`src/rtl/fifo_pkg.sv`:
```
// Shared FIFO constants and Gray-code helpers used by the write control,
// read control and pointer synchronizers.
package fifo_pkg;

    localparam int FIFO_ADD_WIDTH = 4;
    localparam int FIFO_PTR_WIDTH = FIFO_ADD_WIDTH + 1;

    // Helpers work on a wide word so any pointer width can share them;
    // callers zero-extend on the way in and truncate on the way out.
    typedef logic [31:0] ptr_word_t;

    function automatic ptr_word_t bin2gray(input ptr_word_t b);
        return b ^ (b >> 1);
    endfunction

    function automatic ptr_word_t gray2bin(input ptr_word_t g);
        ptr_word_t b;
        b = g;
        for (int i = 1; i < 32; i++) begin
            b = b ^ (g >> i);
        end
        return b;
    endfunction

endpackage

```
`src/rtl/fifo_wr_ctrl_if.sv`:
```
// Write-side bundle between the FIFO write control and its partners
// (producer, memory, read-domain synchronizer).
interface fifo_wr_ctrl_if
    import fifo_pkg::*;
#(
    parameter int ADD_WIDTH = FIFO_ADD_WIDTH
);

    logic                 wr_inc;
    logic [ADD_WIDTH:0]   wq2_rd_ptr;
    logic                 wr_ovf_clr;
    logic [ADD_WIDTH-1:0] wr_addr;
    logic [ADD_WIDTH:0]   wr_ptr;
    logic                 wr_full;
    logic                 wr_afull;
    logic [ADD_WIDTH:0]   wr_level;
    logic                 wr_ovf;

    modport master (
        input  wr_inc, wq2_rd_ptr, wr_ovf_clr,
        output wr_addr, wr_ptr, wr_full, wr_afull, wr_level, wr_ovf
    );

    modport slave (
        output wr_inc, wq2_rd_ptr, wr_ovf_clr,
        input  wr_addr, wr_ptr, wr_full, wr_afull, wr_level, wr_ovf
    );

endinterface

```
`src/rtl/fifo_gray_cnt.sv`:
```
// Binary/Gray pointer register pair with increment enable; shared by the
// write and read side controls of the asynchronous FIFO.
module fifo_gray_cnt
    import fifo_pkg::*;
#(
    parameter int W = FIFO_PTR_WIDTH
) (
    input  logic         clk,
    input  logic         rst,
    input  logic         inc,
    output logic [W-2:0] addr,
    output logic [W-1:0] bin_next,
    output logic [W-1:0] gray,
    output logic [W-1:0] gray_next
);

    logic [W-1:0] bin;

    assign bin_next  = bin + W'(inc);
    assign gray_next = W'(bin2gray(32'(bin_next)));
    assign addr      = bin[W-2:0];

    always_ff @(posedge clk) begin
        if (!rst) begin
            bin  <= '0;
            gray <= '0;
        end else begin
            bin  <= bin_next;
            gray <= gray_next;
        end
    end

endmodule

```
`src/rtl/fifo_wr_ctrl.sv`:
```
// Write-side control of the asynchronous FIFO: pointers, full, level and
// sticky overflow. Define FIFO_WR_AFULL_EN to build the almost-full flag.
module fifo_wr_ctrl
    import fifo_pkg::*;
#(
    parameter int ADD_WIDTH    = FIFO_ADD_WIDTH,
    parameter int AFULL_THRESH = 12
) (
    input logic          wr_clk,
    input logic          wr_rst,
    fifo_wr_ctrl_if.master bus
);

    localparam int PW = ADD_WIDTH + 1;

    logic          wr_acc;
    logic [PW-1:0] wbin_next;
    logic [PW-1:0] gray_next;
    logic [PW-1:0] gray;
    logic [PW-1:0] rbin;
    logic [PW-1:0] level_next;
    logic          full_next;
    logic          full;
    logic [PW-1:0] level;
    logic          ovf;
    logic          afull;

    assign wr_acc = bus.wr_inc & ~full;

    fifo_gray_cnt #(.W(PW)) u_ptr (
        .clk       (wr_clk),
        .rst       (wr_rst),
        .inc       (wr_acc),
        .addr      (bus.wr_addr),
        .bin_next  (wbin_next),
        .gray      (gray),
        .gray_next (gray_next)
    );

    // Full when the next write pointer has lapped the read pointer exactly
    // once: top two Gray bits inverted, the rest equal.
    assign full_next  = (gray_next == {~bus.wq2_rd_ptr[ADD_WIDTH:ADD_WIDTH-1],
                                       bus.wq2_rd_ptr[ADD_WIDTH-2:0]});
    assign rbin       = PW'(gray2bin(32'(bus.wq2_rd_ptr)));
    assign level_next = wbin_next - rbin;

    always_ff @(posedge wr_clk) begin
        if (!wr_rst) begin
            full  <= 1'b0;
            level <= '0;
            ovf   <= 1'b0;
        end else begin
            full  <= full_next;
            level <= level_next;
            ovf   <= (bus.wr_inc & full) | (ovf & ~bus.wr_ovf_clr);
        end
    end

`ifdef FIFO_WR_AFULL_EN
    always_ff @(posedge wr_clk) begin
        if (!wr_rst) begin
            afull <= 1'b0;
        end else begin
            afull <= (32'(level_next) >= AFULL_THRESH);
        end
    end
`else
    assign afull = 1'b0;
`endif

    assign bus.wr_ptr   = gray;
    assign bus.wr_full  = full;
    assign bus.wr_level = level;
    assign bus.wr_ovf   = ovf;
    assign bus.wr_afull = afull;

endmodule

```
`src/flat_wrapper.sv`:
```
// flat-port wrapper written by rule: the top's interface ports become plain ports
module fifo_wr_ctrl_flat import fifo_pkg::*;
#(
    parameter int ADD_WIDTH    = FIFO_ADD_WIDTH,
    parameter int AFULL_THRESH = 12
)
  (wr_clk, wr_rst, bus_wr_inc, bus_wq2_rd_ptr, bus_wr_ovf_clr, bus_wr_addr, bus_wr_ptr, bus_wr_full, bus_wr_afull, bus_wr_level, bus_wr_ovf);
  fifo_wr_ctrl_if #(.ADD_WIDTH(ADD_WIDTH)) bus_i ();
  input logic wr_clk;
  input logic wr_rst;
  input wire logic [$bits(bus_i.wr_inc)-1:0] bus_wr_inc;
  input wire logic [$bits(bus_i.wq2_rd_ptr)-1:0] bus_wq2_rd_ptr;
  input wire logic [$bits(bus_i.wr_ovf_clr)-1:0] bus_wr_ovf_clr;
  output wire logic [$bits(bus_i.wr_addr)-1:0] bus_wr_addr;
  output wire logic [$bits(bus_i.wr_ptr)-1:0] bus_wr_ptr;
  output wire logic [$bits(bus_i.wr_full)-1:0] bus_wr_full;
  output wire logic [$bits(bus_i.wr_afull)-1:0] bus_wr_afull;
  output wire logic [$bits(bus_i.wr_level)-1:0] bus_wr_level;
  output wire logic [$bits(bus_i.wr_ovf)-1:0] bus_wr_ovf;
  assign bus_i.wr_inc = bus_wr_inc;
  assign bus_i.wq2_rd_ptr = bus_wq2_rd_ptr;
  assign bus_i.wr_ovf_clr = bus_wr_ovf_clr;
  assign bus_wr_addr = bus_i.wr_addr;
  assign bus_wr_ptr = bus_i.wr_ptr;
  assign bus_wr_full = bus_i.wr_full;
  assign bus_wr_afull = bus_i.wr_afull;
  assign bus_wr_level = bus_i.wr_level;
  assign bus_wr_ovf = bus_i.wr_ovf;
  fifo_wr_ctrl #(.ADD_WIDTH(ADD_WIDTH), .AFULL_THRESH(AFULL_THRESH)) u_core (.wr_clk(wr_clk), .wr_rst(wr_rst), .bus(bus_i));
endmodule
```
`config.mk`:
```
export PLATFORM = sky130hd
export DESIGN_NAME = fifo_wr_ctrl_flat
export DESIGN_NICKNAME = d
export VERILOG_FILES = /design/src/rtl/fifo_pkg.sv /design/src/rtl/fifo_wr_ctrl_if.sv /design/src/rtl/fifo_gray_cnt.sv /design/src/rtl/fifo_wr_ctrl.sv /design/src/flat_wrapper.sv
export SDC_FILE = /design/constraint.sdc
export NUM_CORES = 1
export LEC_CHECK = 0
export ABC_AREA = 1
export ABC_CLOCK_PERIOD_IN_PS = 2500
export CORE_AREA = 2 2 49 51
export CTS_CLUSTER_DIAMETER = 30
export DETAILED_ROUTE_END_ITERATION = 8
export DIE_AREA = 0 0 51 53
export PLACE_DENSITY = 0.74
export SYNTH_ARGS = -nofsm -noshare
export SYNTH_HDL_FRONTEND = slang
export SYNTH_SLANG_ARGS = --single-unit
export TNS_END_PERCENT = 30
```
`constraint.sdc`:
```
create_clock -name wr_clk -period 2.5 [get_ports wr_clk]
set_input_delay 0.25 -clock wr_clk [delete_from_list [all_inputs] [get_ports wr_clk]]
set_output_delay 0.25 -clock wr_clk [all_outputs]
set_load 0.05 [all_outputs]
```
## After elaboration in Yosys (flattened, before gate mapping)

Cells that the tools add are included.

| word-level totals | value |
|---|---|
| flip-flop bits (word level) | 17 |
| bits of input ports | 9 |
| output and inout bits | 17 |
| word-level logic and storage cells | 20 |

| cells by class | value |
|---|---|
| add/sub/neg operators | 2 |
| equal/unequal tests | 1 |
| bitwise gates (word level) | 12 |

Operators by type and width:

| operator | number |
|---|---|
| XOR 5 x 4 -> 5 bit | 2 |
| adder 5 x 1 -> 5 bit | 1 |
| == test 5 bit | 1 |
| subtractor 5 bit | 1 |
| XOR 5 x 1 -> 5 bit | 1 |
| XOR 5 x 2 -> 5 bit | 1 |
| XOR 5 x 3 -> 5 bit | 1 |
| bitwise AND 1 bit | 3 |
| NOT 1 bit | 2 |
| NOT 2 bit | 1 |
| bitwise OR 1 bit | 1 |

## Depth between registers and ports, before layout

| logic depth | value |
|---|---|
| word-level depth | 5 |
| depth in mapped cells | 15 |
| gate-level depth less buffers | 15 |

## Modules after synthesis

Synthesis repeated with hierarchy kept, for this count alone.

| unflattened totals | value |
|---|---|
| cells, all modules | 140 |
| area, all modules | 973.4 µm² |

Modules (own cells, without submodules):

| module | instances | cells an instance | area each (µm²) |
|---|---|---|---|
| fifo_wr_ctrl | 1 | 86 | 574.3 |
| fifo_gray_cnt | 1 | 54 | 399.1 |

## Least setup slack after synthesis

No wires, ideal clock.

| timing path | value |
|---|---|
| path type | flip-flop to flip-flop |
| start point | register u_core.full (netlist: u_core.bus.wr_full) |
| end point | register u_core.level[4] (netlist: u_core.bus.wr_level[4]) |
| library setup time | 0.109 ns |
| arrival time | 2.079 ns |
| data required time | 2.391 ns |
| slack | 0.312 ns |
| stages on the path, launching flop included | 10 |
| buffers on the path | 0 |
| clock period less this slack | 2.188 ns |
| cell sequence | dfxtp_1 > nor2_1 > ha_1 > ha_1 > fa_1 > nand2_1 > nand3b_1 > nand3_1 > nand2_1 > inv_1 |

| between the ends | value |
|---|---|
| word-level cells in the longest chain between the ends | 4 |

Ends and longest elaborated chain:

| what | RTL line | text |
|---|---|---|
| from (decl) | fifo_wr_ctrl.sv:23 | `logic full;` |
| from (signal assigned) | fifo_wr_ctrl.sv:53 | `full <= full_next;` |
| NOT 1 bit | fifo_wr_ctrl.sv:28 | `assign wr_acc = bus.wr_inc & ~full;` |
| bitwise AND 1 bit | fifo_wr_ctrl.sv:28 |  |
| adder 5 x 1 -> 5 bit | fifo_gray_cnt.sv:19 | `assign bin_next = bin + W'(inc);` |
| via u_core.u_ptr.bin_next[1] | fifo_gray_cnt.sv:12 | `output logic [W-1:0] bin_next,` |
| subtractor 5 bit | fifo_wr_ctrl.sv:45 | `assign level_next = wbin_next - rbin;` |
| to (signal assigned) | fifo_wr_ctrl.sv:54 | `level <= level_next;` |
| to (decl) | fifo_wr_ctrl.sv:24 | `logic [PW-1:0] level;` |

The timed path passes the listed nets, and every way through them passes these cells.
A chain may end at the register's enable or synchronous reset.

## Worst setup path in the final report

| timing path | value |
|---|---|
| start point | input bus_wq2_rd_ptr[4] |
| end point | register u_core.level[4] (netlist: u_core.bus.wr_level[4]) |

| between the ends | value |
|---|---|
| word-level cells in the longest chain between the ends | 5 |

Ends and longest elaborated chain:

| what | RTL line | text |
|---|---|---|
| from (decl) | flat_wrapper.sv:12 | `input wire logic [$bits(bus_i.wq2_rd_ptr)-1:0] bus_wq2_rd_ptr;` |
| XOR 5 x 4 -> 5 bit | fifo_pkg.sv:20 | `b = b ^ (g >> i);` |
| XOR 5 x 3 -> 5 bit | fifo_pkg.sv:20 |  |
| XOR 5 x 2 -> 5 bit | fifo_pkg.sv:20 |  |
| XOR 5 x 1 -> 5 bit (*) | fifo_pkg.sv:20 |  |
| subtractor 5 bit (*) | fifo_wr_ctrl.sv:45 |  |

Mark *: on every way between the ends. The rest lies on a longest branch, timed or not.

==> impl_metrics.env <==
export IMPL_cp_data_arrival_time_ns=2.53
export IMPL_worst_r2r_path_depth=9
export IMPL_wire_per_inst_um=9.89
export IMPL_path_max_fanout=4
export IMPL_maxCapViolations=0
export IMPL_ys_ff_latch=16
export IMPL_synth_area_sq_um=948
export IMPL_place_ws_ns=-0.155
export IMPL_start_kind="input port"
export IMPL_die_w_um=51
export IMPL_hold_path_class="in -> reg"
export IMPL_cp_data_required_time_ns=2.70
export IMPL_yosysWarnings=0
export IMPL_cts_buffers_inserted=3
export IMPL_cts_max_path_buffers=2
export IMPL_rows=17
export IMPL_synth_nets=154
export IMPL_placed_area_sq_mm=0.00123
export IMPL_grt_pass1_wl_um=3310
export IMPL_end_kind="flop"
export IMPL_setup_ws_ns=0.171
export IMPL_rsz0062_at_grt="false"
export IMPL_finalCritPeriodShare=0.932
export IMPL_synth_top_cell_area_share=0.338
export IMPL_die_y_um=53
export IMPL_synth_cells=139
export IMPL_cts_resized=0
export IMPL_routabilityCongestion=0.808
export IMPL_hpwl_um=1530
export IMPL_synth_distinct_cells=22
export IMPL_cts_tree="yes"
export IMPL_drive_gt1_frac=0.138
export IMPL_root_buffer="clkbuf_4"
export IMPL_yosysTopAreaCell="dfxtp_1"
export IMPL_ios=26
export IMPL_synth_area_leaders="dfxtp_1, nand2_1, inv_1, nand3_1, ha_1"
export IMPL_grt_pass1_vias=807
export IMPL_p_per_area_mw_per_mm2=594
export IMPL_drt_iter0_drc=14
export IMPL_worstSetupPathType="in -> reg"
export IMPL_r2r_slack_ns=0.56
export IMPL_core_area_sq_mm=0.00215
export IMPL_maxSlewHeadroom=0.656
export IMPL_vias_per_cell=4.70
export IMPL_syn2layout_area_growth_pct=33.4
export IMPL_yosys_area_share_simple=0.383
export IMPL_start_util=0.441
export IMPL_drc_errors=0
export IMPL_drt_total_wl_um=1930
export IMPL_synth_area_per_cell_sq_um=6.82
export IMPL_grt_overflow=0
export IMPL_via_count=917
export IMPL_finalCriticalPeriod_ns=2.33
export IMPL_yosysSeqAreaShare=0.338
export IMPL_ant_nets=0
export IMPL_clkSinkCount=16
export IMPL_design_area_sq_mm=0.00126
export IMPL_r2r_end="u_core.bus.wr_level[4]"
export IMPL_firstDrtPassIters=4
export IMPL_synth_xor_area_share=0.0528
export IMPL_hold_end="u_core.bus.wr_full"
export IMPL_setup_viol=0
export IMPL_fmax_ghz=0.429
export IMPL_hold_viol_final=0
export IMPL_hold_depth=5
export IMPL_total_power_w=0.000751
export IMPL_synthMuxAreaShare=0
export IMPL_grt_usage=0.166
export IMPL_die_area_sq_mm=0.00270
export IMPL_grt_max_degree=10
export IMPL_reg2reg_from="u_core.bus.wr_full"
export IMPL_clkLatencyLatePin_ns=0.29
export IMPL_skew_ns=0.000957
export IMPL_leakage_nw=0.649
export IMPL_antenna_found_initial=0
export IMPL_synth_adder_area_share=0.0871
export IMPL_slew_viol_final=0
export IMPL_n_antenna_cell=0
export IMPL_clk_pin_slew_ns=0.10
export IMPL_cts_setup_buffers=0
export IMPL_final_common_cell="nand2_1"
export IMPL_synth_compound_area_frac=0.0317
export IMPL_htree_num_levels=1
export IMPL_outcome="finished clean"
export IMPL_peakVddDrop_mv=0.380
export IMPL_port_buffers=24
export IMPL_synth_top_family_by_area="simple AND/OR/NAND/NOR gates"
export IMPL_holdBufCountCts=0
export IMPL_tightest_slew_ns=0.514
export IMPL_nNetsFinal=183
export IMPL_hold_start="bus_wq2_rd_ptr[3]"
export IMPL_mostFrequentLayoutCells="nand2_1, clkdlybuf4s50_1, inv_1"
Yosys cell counts, drive strengths merged:
master and instances:
conb 1, fa 1, ha 5, o21ai 2
clkinv 1, nor2 12, nand3 14, buf 2
xnor2 1, inv 22, nand3b 1, a21oi 4
xor2 3, nand4 1, nand2 53, dfxtp 16
area by class of cell:
class                   instances  area [sq um]
fillers                       195           883
multi-input cells              98           529
flip-flops and latches         16           320
repair buffers                 26           258
inverters                      23          86.3
clock buffers                   4          36.3
well taps                      28          35.0
worst max-delay path, stage by stage:
cell             delay (ns)
clkdlybuf4s50_1        0.55
inv_2                  0.06
nand2_1                0.08
nand3_1                0.11
nand2_2                0.13
xor2_2                 0.18
xor2_1                 0.17
ha_1                   0.20
inv_1                  0.06
fa_1                   0.38
nand2_1                0.06
nand3b_1               0.12
nand3_1                0.08
nand2_1                0.06
inv_1                  0.03
stage by stage:
step	TNS [ns]	std cells	util	hold slack (ns)
4_1_cts	0	195	0.588	0.468
2_1_floorplan	0	139	-	0.390
3_3_place_gp	-0.0244	191	0.571	0.448
6_report	0	195	0.589	0.410
3_5_place_dp	-0.185	191	0.571	0.454
5_1_grt	0	195	0.589	0.449
per-layer routing:
metal | vias to the layer above | share of wire | wire length [um] | track usage
met5 | - | 0 | 0 | 0
met4 | 0 | 0.019 | 36 | 0.0946
met3 | 4 | 0.038 | 73 | 0.0169
met2 | 25 | 0.50 | 955 | 0.290
met1 | 409 | 0.45 | 865 | 0.197
li1 | 479 | - | - | -
power by group:
| group | switching (W) | leakage (nW) | total (W) | internal (W) |
|---|---|---|---|---|
| sequential | 0.00000845 | 0.131 | 0.000288 | 0.000279 |
| combinational | 0.000186 | 0.497 | 0.000289 | 0.000103 |
| clock | 0.0000854 | 0.0210 | 0.000174 | 0.0000887 |
flip-flops by register name, summed over array words and instances, names as in the netlist:
name	count
u_core.bus.wr_level	5
u_core.u_ptr.gray	5
u_core.u_ptr.bin	4
u_core.bus.wr_full	1
u_core.bus.wr_ovf	1
cells by family (layout without fill, tap and decap cells):
| logic type | Yosys count | after routing |
|---|---|---|
| DFF | 16 | 16 |
| other | 1 | 1 |
| and+or+nand+nor | 81 | 81 |
| xor gates and xnor gates | 4 | 4 |
| AOI/OAI and AO/OA | 6 | 6 |
| adders and majority gates | 6 | 6 |
| buffers and inverters | 25 | 53 |
worst max path at each step:
stage                             startpoint                endpoint  slack (ns)  cells past startpoint
after detailed placement   bus_wq2_rd_ptr[3]  u_core.bus.wr_level[4]       -0.15                     15
after CTS                  bus_wq2_rd_ptr[3]  u_core.bus.wr_level[4]        0.15                     15
after global placement     bus_wq2_rd_ptr[3]  u_core.bus.wr_level[4]       -0.02                     15
after global routing       bus_wq2_rd_ptr[4]  u_core.bus.wr_level[4]        0.03                     15
after floorplan           u_core.bus.wr_full  u_core.bus.wr_level[4]        0.31                      9
final                      bus_wq2_rd_ptr[4]  u_core.bus.wr_level[4]        0.17                     15
Note: power is estimated with default switching activity, not from simulation.
